`src/rtl/music_pkg.sv`:
```
// ============================================================================
// Module   : music_pkg
// Brief    : Shared types and duration constants for note duration quantizing.
// Revision : 1.0 - initial release
// ============================================================================
`default_nettype none

package music_pkg;

  // Default width of a tone index (tone 0 is a rest).
  localparam int TONE_W_DEFAULT = 6;

  // Duration codes carried on ev_dur.
  typedef enum logic [2:0] {
    DUR_NONE    = 3'd0,
    DUR_16TH    = 3'd1,
    DUR_8TH     = 3'd2,
    DUR_QUARTER = 3'd3,
    DUR_HALF    = 3'd4,
    DUR_WHOLE   = 3'd5
  } dur_e;

  // Nominal length in samples of duration code k (1..5) at the given tempo.
  function automatic int unsigned dur_samples(input int unsigned sample_rate,
                                              input int unsigned bpm,
                                              input int unsigned k);
    int unsigned q;
    q = (sample_rate * 60) / bpm;
    case (k)
      1:       return q / 4;
      2:       return q / 2;
      3:       return q;
      4:       return 2 * q;
      default: return 4 * q;
    endcase
  endfunction

endpackage

`default_nettype wire

```
`src/rtl/dur_classify.sv`:
```
// ============================================================================
// Module   : dur_classify
// Brief    : Combinational segment length -> duration code / dotted flag.
//            Optional macro NOTE_DURATION_DOTTED_EN builds the dotted test.
// Revision : 1.0 - initial release
// ============================================================================
`default_nettype none

module dur_classify
  import music_pkg::*;
#(
  parameter int SAMPLE_RATE = 17000,
  parameter int BPM         = 60,
  parameter int CNT_W       = 17
) (
  input  logic [CNT_W-1:0] len_i,
  output logic [2:0]       dur_o,
  output logic             dotted_o
);

  localparam int unsigned D1 = dur_samples(SAMPLE_RATE, BPM, 1);
  localparam int unsigned D2 = dur_samples(SAMPLE_RATE, BPM, 2);
  localparam int unsigned D3 = dur_samples(SAMPLE_RATE, BPM, 3);
  localparam int unsigned D4 = dur_samples(SAMPLE_RATE, BPM, 4);
  localparam int unsigned D5 = dur_samples(SAMPLE_RATE, BPM, 5);

  // A segment qualifies for code k once it reaches three quarters of Dk.
  localparam logic [CNT_W-1:0] TH1 = CNT_W'((3 * D1) / 4);
  localparam logic [CNT_W-1:0] TH2 = CNT_W'((3 * D2) / 4);
  localparam logic [CNT_W-1:0] TH3 = CNT_W'((3 * D3) / 4);
  localparam logic [CNT_W-1:0] TH4 = CNT_W'((3 * D4) / 4);
  localparam logic [CNT_W-1:0] TH5 = CNT_W'((3 * D5) / 4);

  // Pick the longest duration whose threshold the length reaches.
  always_comb begin
    dur_o = DUR_NONE;
    if (len_i >= TH5)      dur_o = DUR_WHOLE;
    else if (len_i >= TH4) dur_o = DUR_HALF;
    else if (len_i >= TH3) dur_o = DUR_QUARTER;
    else if (len_i >= TH2) dur_o = DUR_8TH;
    else if (len_i >= TH1) dur_o = DUR_16TH;
  end

`ifdef NOTE_DURATION_DOTTED_EN
  localparam logic [CNT_W-1:0] DT1 = CNT_W'((5 * D1) / 4);
  localparam logic [CNT_W-1:0] DT2 = CNT_W'((5 * D2) / 4);
  localparam logic [CNT_W-1:0] DT3 = CNT_W'((5 * D3) / 4);
  localparam logic [CNT_W-1:0] DT4 = CNT_W'((5 * D4) / 4);

  // Dotted when the length reaches 1.25x the chosen (non-whole) duration.
  always_comb begin
    dotted_o = 1'b0;
    case (dur_o)
      DUR_16TH:    dotted_o = (len_i >= DT1);
      DUR_8TH:     dotted_o = (len_i >= DT2);
      DUR_QUARTER: dotted_o = (len_i >= DT3);
      DUR_HALF:    dotted_o = (len_i >= DT4);
      default:     dotted_o = 1'b0;
    endcase
  end
`else
  assign dotted_o = 1'b0;
`endif

endmodule

`default_nettype wire

```
`src/rtl/note_duration_quantizer.sv`:
```
// ============================================================================
// Module   : note_duration_quantizer
// Brief    : Debounces a stream of tone indices into note segments and emits
//            one quantized duration event per finished segment (valid/ready
//            output with sticky overflow). Optional macro
//            NOTE_DURATION_DOTTED_EN enables the dotted-note flag.
// Revision : 1.0 - initial release
// ============================================================================
`default_nettype none

module note_duration_quantizer
  import music_pkg::*;
#(
  parameter int SAMPLE_RATE = 17000,
  parameter int BPM         = 60,
  parameter int TONE_W      = TONE_W_DEFAULT,
  parameter int MIN_SAMPLES = 4
) (
  input  logic              clk_in,
  input  logic              rst_in,
  input  logic [TONE_W-1:0] note_index,
  input  logic              note_index_ready,
  output logic              ev_valid,
  input  logic              ev_ready,
  output logic [TONE_W-1:0] ev_tone,
  output logic [2:0]        ev_dur,
  output logic              ev_rest,
  output logic              ev_dotted,
  output logic              ev_tie,
  output logic              overflow
);

  localparam int unsigned D5     = dur_samples(SAMPLE_RATE, BPM, 5);
  localparam int          CNT_W  = $clog2(D5 + 1);
  localparam int          PEND_W = (MIN_SAMPLES < 2) ? 1 : $clog2(MIN_SAMPLES + 1);

  localparam logic [CNT_W-1:0]  D5_C    = CNT_W'(D5);
  localparam logic [CNT_W-1:0]  CNT_MAX = '1;
  localparam logic [CNT_W-1:0]  MIN_C   = CNT_W'(MIN_SAMPLES);
  localparam logic [CNT_W-1:0]  LEN_OFF = CNT_W'(MIN_SAMPLES - 1);
  localparam logic [PEND_W-1:0] MIN_P   = PEND_W'(MIN_SAMPLES);

  typedef enum logic [1:0] {
    ST_IDLE  = 2'd0,
    ST_TRACK = 2'd1,
    ST_PEND  = 2'd2
  } state_e;

  state_e              state_q, state_d;
  logic [TONE_W-1:0]   tone_q, tone_d;
  logic [TONE_W-1:0]   cand_q, cand_d;
  logic [CNT_W-1:0]    cnt_q, cnt_d;
  logic [PEND_W-1:0]   pend_q, pend_d;

  logic                emit;
  logic                emit_tie;
  logic [2:0]          emit_dur;
  logic                emit_dotted;

  logic [CNT_W-1:0]    cnt_inc;
  logic [CNT_W-1:0]    seg_len;
  logic [2:0]          cls_dur;
  logic                cls_dotted;

  logic                ev_valid_q, ev_rest_q, ev_dotted_q, ev_tie_q, ovf_q;
  logic [TONE_W-1:0]   ev_tone_q;
  logic [2:0]          ev_dur_q;

  // Saturate so a never-ending debounce cannot wrap the counter.
  assign cnt_inc = (cnt_q == CNT_MAX) ? cnt_q : cnt_q + CNT_W'(1);

  // The candidate's own samples are already counted in cnt_q; remove them.
  assign seg_len = (cnt_q >= LEN_OFF) ? cnt_q - LEN_OFF : '0;

  dur_classify #(
    .SAMPLE_RATE (SAMPLE_RATE),
    .BPM         (BPM),
    .CNT_W       (CNT_W)
  ) u_classify (
    .len_i    (seg_len),
    .dur_o    (cls_dur),
    .dotted_o (cls_dotted)
  );

  // Segment tracking and debounce; decides when an event is produced.
  always_comb begin
    state_d     = state_q;
    tone_d      = tone_q;
    cand_d      = cand_q;
    cnt_d       = cnt_q;
    pend_d      = pend_q;
    emit        = 1'b0;
    emit_tie    = 1'b0;
    emit_dur    = DUR_NONE;
    emit_dotted = 1'b0;
    if (note_index_ready) begin
      case (state_q)
        ST_IDLE: begin
          tone_d  = note_index;
          cnt_d   = CNT_W'(1);
          pend_d  = '0;
          state_d = ST_TRACK;
        end
        ST_TRACK: begin
          if (note_index == tone_q) begin
            if (cnt_inc >= D5_C) begin
              emit     = 1'b1;
              emit_tie = 1'b1;
              emit_dur = DUR_WHOLE;
              cnt_d    = '0;
            end else begin
              cnt_d = cnt_inc;
            end
          end else if (MIN_SAMPLES <= 1) begin
            emit        = (cls_dur != DUR_NONE);
            emit_dur    = cls_dur;
            emit_dotted = cls_dotted;
            tone_d      = note_index;
            cnt_d       = MIN_C;
            pend_d      = '0;
          end else begin
            cand_d  = note_index;
            pend_d  = PEND_W'(1);
            cnt_d   = cnt_inc;
            state_d = ST_PEND;
          end
        end
        ST_PEND: begin
          cnt_d = cnt_inc;
          if (note_index == tone_q) begin
            pend_d  = '0;
            state_d = ST_TRACK;
          end else if (note_index == cand_q) begin
            if (pend_q + PEND_W'(1) >= MIN_P) begin
              emit        = (cls_dur != DUR_NONE);
              emit_dur    = cls_dur;
              emit_dotted = cls_dotted;
              tone_d      = cand_q;
              cnt_d       = MIN_C;
              pend_d      = '0;
              state_d     = ST_TRACK;
            end else begin
              pend_d = pend_q + PEND_W'(1);
            end
          end else begin
            cand_d = note_index;
            pend_d = PEND_W'(1);
          end
        end
        default: state_d = ST_IDLE;
      endcase
    end
  end

  // Tracking state register.
  always_ff @(posedge clk_in or posedge rst_in) begin
    if (rst_in) begin
      state_q <= ST_IDLE;
      tone_q  <= '0;
      cand_q  <= '0;
      cnt_q   <= '0;
      pend_q  <= '0;
    end else begin
      state_q <= state_d;
      tone_q  <= tone_d;
      cand_q  <= cand_d;
      cnt_q   <= cnt_d;
      pend_q  <= pend_d;
    end
  end

  // Output holding register: keeps a pending event, drops new ones on stall.
  always_ff @(posedge clk_in or posedge rst_in) begin
    if (rst_in) begin
      ev_valid_q  <= 1'b0;
      ev_tone_q   <= '0;
      ev_dur_q    <= '0;
      ev_rest_q   <= 1'b0;
      ev_dotted_q <= 1'b0;
      ev_tie_q    <= 1'b0;
      ovf_q       <= 1'b0;
    end else if (emit) begin
      if (ev_valid_q && !ev_ready) begin
        ovf_q <= 1'b1;
      end else begin
        ev_valid_q  <= 1'b1;
        ev_tone_q   <= tone_q;
        ev_dur_q    <= emit_dur;
        ev_rest_q   <= (tone_q == '0);
        ev_dotted_q <= emit_dotted;
        ev_tie_q    <= emit_tie;
      end
    end else if (ev_valid_q && ev_ready) begin
      ev_valid_q <= 1'b0;
    end
  end

  assign ev_valid  = ev_valid_q;
  assign ev_tone   = ev_tone_q;
  assign ev_dur    = ev_dur_q;
  assign ev_rest   = ev_rest_q;
  assign ev_dotted = ev_dotted_q;
  assign ev_tie    = ev_tie_q;
  assign overflow  = ovf_q;

endmodule

`default_nettype wire

```
`config.mk`:
```
export PLATFORM = sky130hd
export DESIGN_NAME = note_duration_quantizer
export DESIGN_NICKNAME = d
export VERILOG_FILES = /design/src/rtl/music_pkg.sv /design/src/rtl/dur_classify.sv /design/src/rtl/note_duration_quantizer.sv
export SDC_FILE = /design/constraint.sdc
export NUM_CORES = 1
export LEC_CHECK = 0
export CAP_MARGIN = 20
export CORE_MARGIN = 2
export CORE_UTILIZATION = 35
export DETAILED_ROUTE_END_ITERATION = 7
export PLACE_DENSITY_LB_ADDON = 0.08
export SKIP_CTS_REPAIR_TIMING = 1
export SYNTH_ARGS = -nofsm -noshare
export SYNTH_HDL_FRONTEND = slang
export SYNTH_HIERARCHICAL = 1
export SYNTH_SLANG_ARGS = --single-unit
```
`constraint.sdc`:
```
create_clock -name clk_in -period 5.9 [get_ports clk_in]
set_clock_uncertainty 0.2 [all_clocks]
set_input_delay 1.18 -clock clk_in [delete_from_list [all_inputs] [get_ports clk_in]]
set_output_delay 1.18 -clock clk_in [all_outputs]
set_load 0.02 [all_outputs]
```
Word level (Yosys, flattened, before mapping)
Index checks and enable logic that the tools add are counted.

operators by class
  eq/ne operators = 13
  bitwise logic cells = 1
  mux-type cells = 50
  order comparisons = 8
  reductions and logical operators = 18
  add/sub/neg operators = 3

operator list
  cell                     number
  $mux W17                 7
  $pmux W17 S3             1
  $mux W3                  14
  $mux W6                  6
  $pmux W6 S2              2
  $add A17 B1 Y17 const B  1
  $eq A17 B17 Y1 const B   1
  $ge A17 B12 Y1 const B   1
  $ge A17 B13 Y1 const B   1
  $ge A17 B14 Y1 const B   1
  $ge A17 B15 Y1 const B   1
  $ge A17 B16 Y1 const B   1
  $ge A17 B17 Y1 const B   1
  $ge A17 B2 Y1 const B    1
  $sub A17 B2 Y17 const B  1
  $eq A6 B6 Y1             2
  $mux W1                  12
  $ne A2 B2 Y1 const B     6
  $reduce_and A5 Y1        2
  $pmux W3 S3              1
  $mux W2                  4
  $reduce_and A2 Y1        4
  $logic_not A6 Y1         1
  $ne A3 B3 Y1 const B     2
  15 further kinds         19

storage, ports and cells
  output and inout bits = 14
  bits in registers = 47
  logic and storage cells = 104

Logic depth before layout (Yosys ltp)
  word-level depth = 16
  mapped depth = 18
  depth with buffers taken out = 14

Cells and area by module
The synthesis kept the hierarchy.

by module, submodules not included
  module                   area each (sq um)  instances  seq. area each (sq um)  cells each
  note_duration_quantizer  3,443.3            1          1,201.2                 382
  dur_classify             209.0              1          0.0                     34

Worst setup path before layout
Ideal clock, no wire load.

  kind = reg2reg
  start = register cnt_q[5]
  end = register ev_dur_q[1], in the netlist ev_dur[1]
  period minus slack after synthesis = 4.386 ns
  arrival = 4.061 ns
  slack = 1.514 ns
  cell stages (with the launch flop) = 17
  buffers on the path = 4
  library setup time = 0.125 ns
  path through = dfrtp_1 > clkbuf_1 > nor4_1 > o2111ai_1 > nor4b_1 > and2_1 > clkbuf_1 > clkbuf_1 > nor2_1 > or3_1 > or2_1 > o31ai_1 > o211ai_1 > o31ai_1 > a21oi_2 > buf_6 > mux2_4

on the way
  word-level cells in the longest chain between the ends = 15
  elaborated cells on any way between the ends = 31

ends and longest elaborated chain
  what                                                     line                            RTL
  from (decl)                                              note_duration_quantizer.sv:52   logic [CNT_W-1:0] cnt_q, cnt_d;
  from (signal assigned)                                   note_duration_quantizer.sv:167  cnt_q <= cnt_d;
  $sub A17 B2 Y17 / $ge A17 B2 Y1 (equally long branches)  note_duration_quantizer.sv:73   assign seg_len = (cnt_q >= LEN_OFF) ? cnt_q - LEN_OFF : '0;
  $mux W17 (*)                                             note_duration_quantizer.sv:73
  net seg_len[14]                                          note_duration_quantizer.sv:61   logic [CNT_W-1:0] seg_len;
  $ge A17 B12 Y1                                           dur_classify.sv:41              else if (len_i >= TH1) dur_o = DUR_16TH;
  $mux W1                                                  dur_classify.sv:41
  $mux W3                                                  dur_classify.sv:40              else if (len_i >= TH2) dur_o = DUR_8TH;
  $mux W3                                                  dur_classify.sv:39              else if (len_i >= TH3) dur_o = DUR_QUARTER;
  $mux W3                                                  dur_classify.sv:38              else if (len_i >= TH4) dur_o = DUR_HALF;
  $mux W3 (*)                                              dur_classify.sv:37              if (len_i >= TH5) dur_o = DUR_WHOLE;
  net cls_dur[0]                                           note_duration_quantizer.sv:62   logic [2:0] cls_dur;
  $reduce_bool A3 Y1 (*)                                   note_duration_quantizer.sv:135  emit = (cls_dur != DUR_NONE);
  $mux W1 (*)                                              note_duration_quantizer.sv:134  if (pend_q + PEND_W'(1) >= MIN_P) begin
  $mux W1 (*)                                              note_duration_quantizer.sv:133  end else if (note_index == cand_q) begin
  $mux W1 (*)                                              note_duration_quantizer.sv:130  if (note_index == tone_q) begin
  $pmux W1 S2 (*)                                          note_duration_quantizer.sv:97   case (state_q)
  $mux W1 (*)                                              note_duration_quantizer.sv:96   if (note_index_ready) begin
  $reduce_and A2 Y1 (no source line) (*)                   --
  to (signal assigned)                                     note_duration_quantizer.sv:188  ev_dur_q <= emit_dur;
  to (decl)                                                note_duration_quantizer.sv:67   logic [2:0] ev_dur_q;

The timed path passes the listed nets; every way through them passes the cells marked *.
A chain may end at the register's enable or synchronous reset.

Final worst setup path
  start = register cnt_q[5]
  end = register ev_tone_q[4], in the netlist ev_tone[4]

on the way
  word-level cells in the longest chain between the ends = 15
  elaborated cells on any way between the ends = 26

ends and longest elaborated chain
  what                                                     line                            RTL
  $sub A17 B2 Y17 / $ge A17 B2 Y1 (equally long branches)  note_duration_quantizer.sv:73
  $mux W17 (*)                                             note_duration_quantizer.sv:73
  net seg_len[15]                                          note_duration_quantizer.sv:61
  $ge A17 B12 Y1                                           dur_classify.sv:41
  $mux W1                                                  dur_classify.sv:41
  $mux W3                                                  dur_classify.sv:40
  $mux W3                                                  dur_classify.sv:39
  $mux W3                                                  dur_classify.sv:38
  $mux W3 (*)                                              dur_classify.sv:37
  net cls_dur[0]                                           note_duration_quantizer.sv:62
  $reduce_bool A3 Y1 (*)                                   note_duration_quantizer.sv:135
  $mux W1 (*)                                              note_duration_quantizer.sv:134
  $mux W1 (*)                                              note_duration_quantizer.sv:133
  $mux W1 (*)                                              note_duration_quantizer.sv:130
  $pmux W1 S2 (*)                                          note_duration_quantizer.sv:97
  $mux W1 (*)                                              note_duration_quantizer.sv:96
  $reduce_and A2 Y1 (no source line) (*)                   --
  to (signal assigned)                                     note_duration_quantizer.sv:187  ev_tone_q <= tone_q;
  to (decl)                                                note_duration_quantizer.sv:66   logic [TONE_W-1:0] ev_tone_q;

Marks and branches as above.

==> results.md <==
STA:
- The final worst-path cycle share is between 80% and 90%.
- The worst relative slew slack is between 30% and 40%.
- After layout, the worst setup slack is 1040 ps.
- Across all hold checks on the routed design, the worst slack comes to 300 ps.
- Setup repair after global routing left no endpoint under its margin.
- The final-report setup violation count is 0.
- The final number of max-transition violations is 0.
- The post-layout minimum cycle time is 4860 ps.
- The count of final hold-check violations came to 0.
- The achievable frequency is 206 MHz.
- For the pin with the worst max-slew slack, the measured transition is 999 ps.
- The aggregate negative setup slack is 0 ps.

Die:
- The starting utilization of the core area is 35.7%.
- After floorplanning, the core was divided into 37 placement rows.
- The number of placed I/O pins is 24.
- The floorplan step set the die height to around 110 um.
- In this run the horizontal extent of the chip is 106 um.
- The core region is 10200 um2.
- The floorplan step defined a die boundary enclosing 11300 um2.

Clock network:
- TritonCTS created 5 clock buffers.
- Clock latency on the worst-skew pair, taken at its later pin, is 330 ps.
- The clock transition time at the flip-flop clock pins of the worst setup and hold paths is 110 ps.
- TritonCTS built the clock tree.
- The number of H-tree levels is 2.
- The clock sink count is 48.
- The clock passes through at most 2 buffers.
- The tree is rooted in a clkbuf_8.

Drt:
- After detailed routing, the number of remaining DRC violations is 0.
- The via count normalized by instance count is 5.63.
- The first-pass iteration count of the detailed router is 4.
- The first routing iteration left ~170 violations.
- The total wirelength of the detailed-routed design is 9.62 mm.
- The wire length per cell is about 17 um.
- The remaining antenna violation count after routing is 0.
- The total via count in the routed design is ~3100.

Worst setup path:
- On the worst path, the slowest cell contributes a delay of roughly 670 ps.
- The worst reg2reg path startpoint is cnt_q[5].
- STA classifies the critical path startpoint as a register.
- The dominant delay contributor by cell family on the critical path is simple AND/OR/NAND/NOR gates.
- The signal on the critical path passes through nor4_1, nand2_1, nor3_1, nand3_1, nor3_1, mux2_2, or3_1, or2_1, a41oi_2, o31ai_1, o211ai_1, o31ai_1, a21oi_2, mux2_1.
- The number of buffers and inverters on the critical path is 0.
- The data required time at the worst endpoint is 5910 ps.
- By startpoint and endpoint, the worst setup path is classified as reg -> reg.
- The critical path data arrival time is 4870 ps.
- The endpoint identified for the worst register-to-register timing path is ev_tone[4].
- Measured in cells, the most critical reg-to-reg path has a length of 14.
- The worst-case register-to-register setup slack is 1040 ps.
- STA classifies the critical path endpoint as a register.
- The largest individual stage delay along the critical path comes from the cell a21oi_2.
- Of all nets on the critical path, the largest fanout is 13.

Min path:
- The kind of path behind the tightest hold check is reg -> reg.
- The startpoint of the worst hold path is ev_tone[4].
- The end of the worst hold path is ev_tone[4].
- Along the worst hold path, the cell count comes to 1.

Synth:
- Summing the areas of all xor and xnor instances in the mapped netlist gives 6.95% of the synthesized area.
- Sequential elements use 32.9% of the synthesized area.
- The share of synthesized cell area in and, or, nand and nor gates is 27.4%.
- The share of the synthesized area in the top cell type is between 30% and 40%.
- The mapped cell area is 3650 um2.
- The average instance in the mapped netlist occupies 8.78 um2.
- The adder-cell share of the synthesized area is 2.06%.
- The largest total area in the synthesized netlist belongs to dfrtp_1.
- After synthesis, the largest family of logic cells by area is simple AND/OR/NAND/NOR gates.
- The most used flip-flop cell after synthesis is dfrtp_1.
- The compound-gate portion of the synthesized area is 17.9%.
- The count of unique library cells instantiated by Yosys is 76.
- Counting flops with an async set or reset pin after synthesis yields a share of 100%.
- The number of synthesis warnings is 6.
- The net count after synthesis is 432.
- Yosys mapped a number of flops with a built-in enable equal to 0.
- By count the netlist is led by dfrtp_1 (48), nand2_1 (35), nor2_1 (35).
- By instance count, the leading cell after synthesis is dfrtp_1.
- In the synthesized netlist, mux cells make up 8.15% of the area.
- In this run, synthesis produced a sequential element count of 48.
- Yosys attributes the largest share of cell area to dfrtp_1 (33%), xnor2_1 (4.3%), nand2_1 (3.6%).
- Synthesis handed over a netlist of 416 instances.

Global route:
- Summed over all layers, the global routing overflow is 0.
- Entering global routing, the biggest net connects 49 pins.
- Global routing used 18.3% of the available tracks.
- The number of antenna violations at the first check in global routing came to 0.
- The number of global-route vias before repair is 3215.
- The global-route wire length before repair is 16.6 mm.

Run status:
- The run finished with clean final reports.

Final layout:
- The count of non-filler cells in the finished layout is between 500 and 600.
- From synthesis to final layout, the design area changed by 11.3%.
- The number of antenna cells inserted is 0.
- The fraction of layout instances using a drive strength above 1 is 12.1%.
- The number of nets in the final layout is 437.
- The final standard cell area without fillers is 4070 um2.
- The layout has ~1000 filler cells.

Placement:
- The worst slack after detailed placement is 1100 ps.
- After legalization and detailed placement, the total HPWL measured 7.05 mm.
- The count of input and output buffers is 23.
- The final estimated routing congestion in global placement is 0.858.
- Summing all placed instances gives a cell area of 3950 um2.
- The number of placed instances, taps included, is 550.

Power:
- The reported leakage power is 1.67 nW.
- The worst vdd rail ir drop is 0.196 mV.
- The total power per unit cell area is around 380 nW/um2.

Run:
- Across the run, the number of max-cap violations was 0.
## state kept, by name, summed over array words and instances (netlist names)
name,flops
overflow,1
ev_tone,6
ev_dotted,1
cnt_q,17
pend_q,3
cand_q,6
ev_rest,1
ev_dur,3
state_q,2
tone_q,6
ev_valid,1
ev_tie,1
## power by group
group	switching (mW)	total (mW)	internal, mW
Combinational	0.510	0.817	0.307
Clock	0.132	0.260	0.128
Sequential	0.0747	0.461	0.386
Total	0.717	1.54	0.821
## worst register-to-register path: cells and delay by family (launching register included)
family	cells	cell delay (ps)
compound gates	5	1250
flops	1	560
mux	2	760
simple gates	7	1980
## cell type report
type,instances,area (um2),share of cell area (%)
clock inverters,3,47.5,1.17
clock buffers,5,68.8,1.69
inverters,11,41.3,1.02
repair buffers,26,253,6.22
multi-input cells,329,2280,56.2
well taps,136,170,4.18
flip-flops and latches,48,1200,29.5
## worst max-delay path by stage
stage / from / endpoint / depth (start not counted)
final: cnt_q[5] / ev_tone[4] / 14
after floorplan: cnt_q[5] / ev_dur[1] / 16
after CTS: cnt_q[5] / ev_tone[4] / 12
after global routing: cnt_q[5] / ev_tone[4] / 14
after detailed placement: cnt_q[5] / ev_tone[4] / 14
after global placement: cnt_q[13] / ev_tone[4] / 12
## stage by stage
step	power (mW)	util, %
floorplan	1.08	-
global placement	1.28	38.6
detailed placement	1.28	38.6
CTS	1.55	39.7
global route	1.68	39.7
finish	1.54	39.7
## metal layers
metal	GRT usage, %	wire, um	vias up
met5	0	0	-
li1	-	-	1548
met1	23.9	4510	1536
met3	3.25	287	9
met2	31.2	4680	49
met4	4.70	144	0
## cell usage in the layout, fill, tap and decap left out, drive strengths merged, types with 4 or more instances in the layout
cell type / count
dfrtp: 48
nand2: 36
nor2: 36
nand3: 26
clkdlybuf4s50: 23
o21ai: 22
nor3: 20
xnor2: 18
mux2: 17
nand4: 14
xor2: 11
inv: 11
a21oi: 10
and3: 8
mux2i: 8
o31ai: 8
nor4: 8
or3: 7
o211ai: 7
and2: 6
ha: 6
a31oi: 5
clkbuf: 5
a311oi: 5
nor2b: 4
a211oi: 4
a41oi: 4
## cell families (layout without fill, tap and decap cells)
| kind of cell | after synthesis | in the layout |
|---|---|---|
| other | 1 | 1 |
| buffers and inverters | 39 | 45 |
| adder cells (fa/ha/maj) | 6 | 6 |
| multiplexers | 25 | 25 |
| AO/OA/AOI/OAI | 87 | 87 |
| AND/OR/NAND/NOR | 181 | 181 |
| XOR/XNOR | 29 | 29 |
| flip-flops | 48 | 48 |
(Power assumes the default switching activity.)
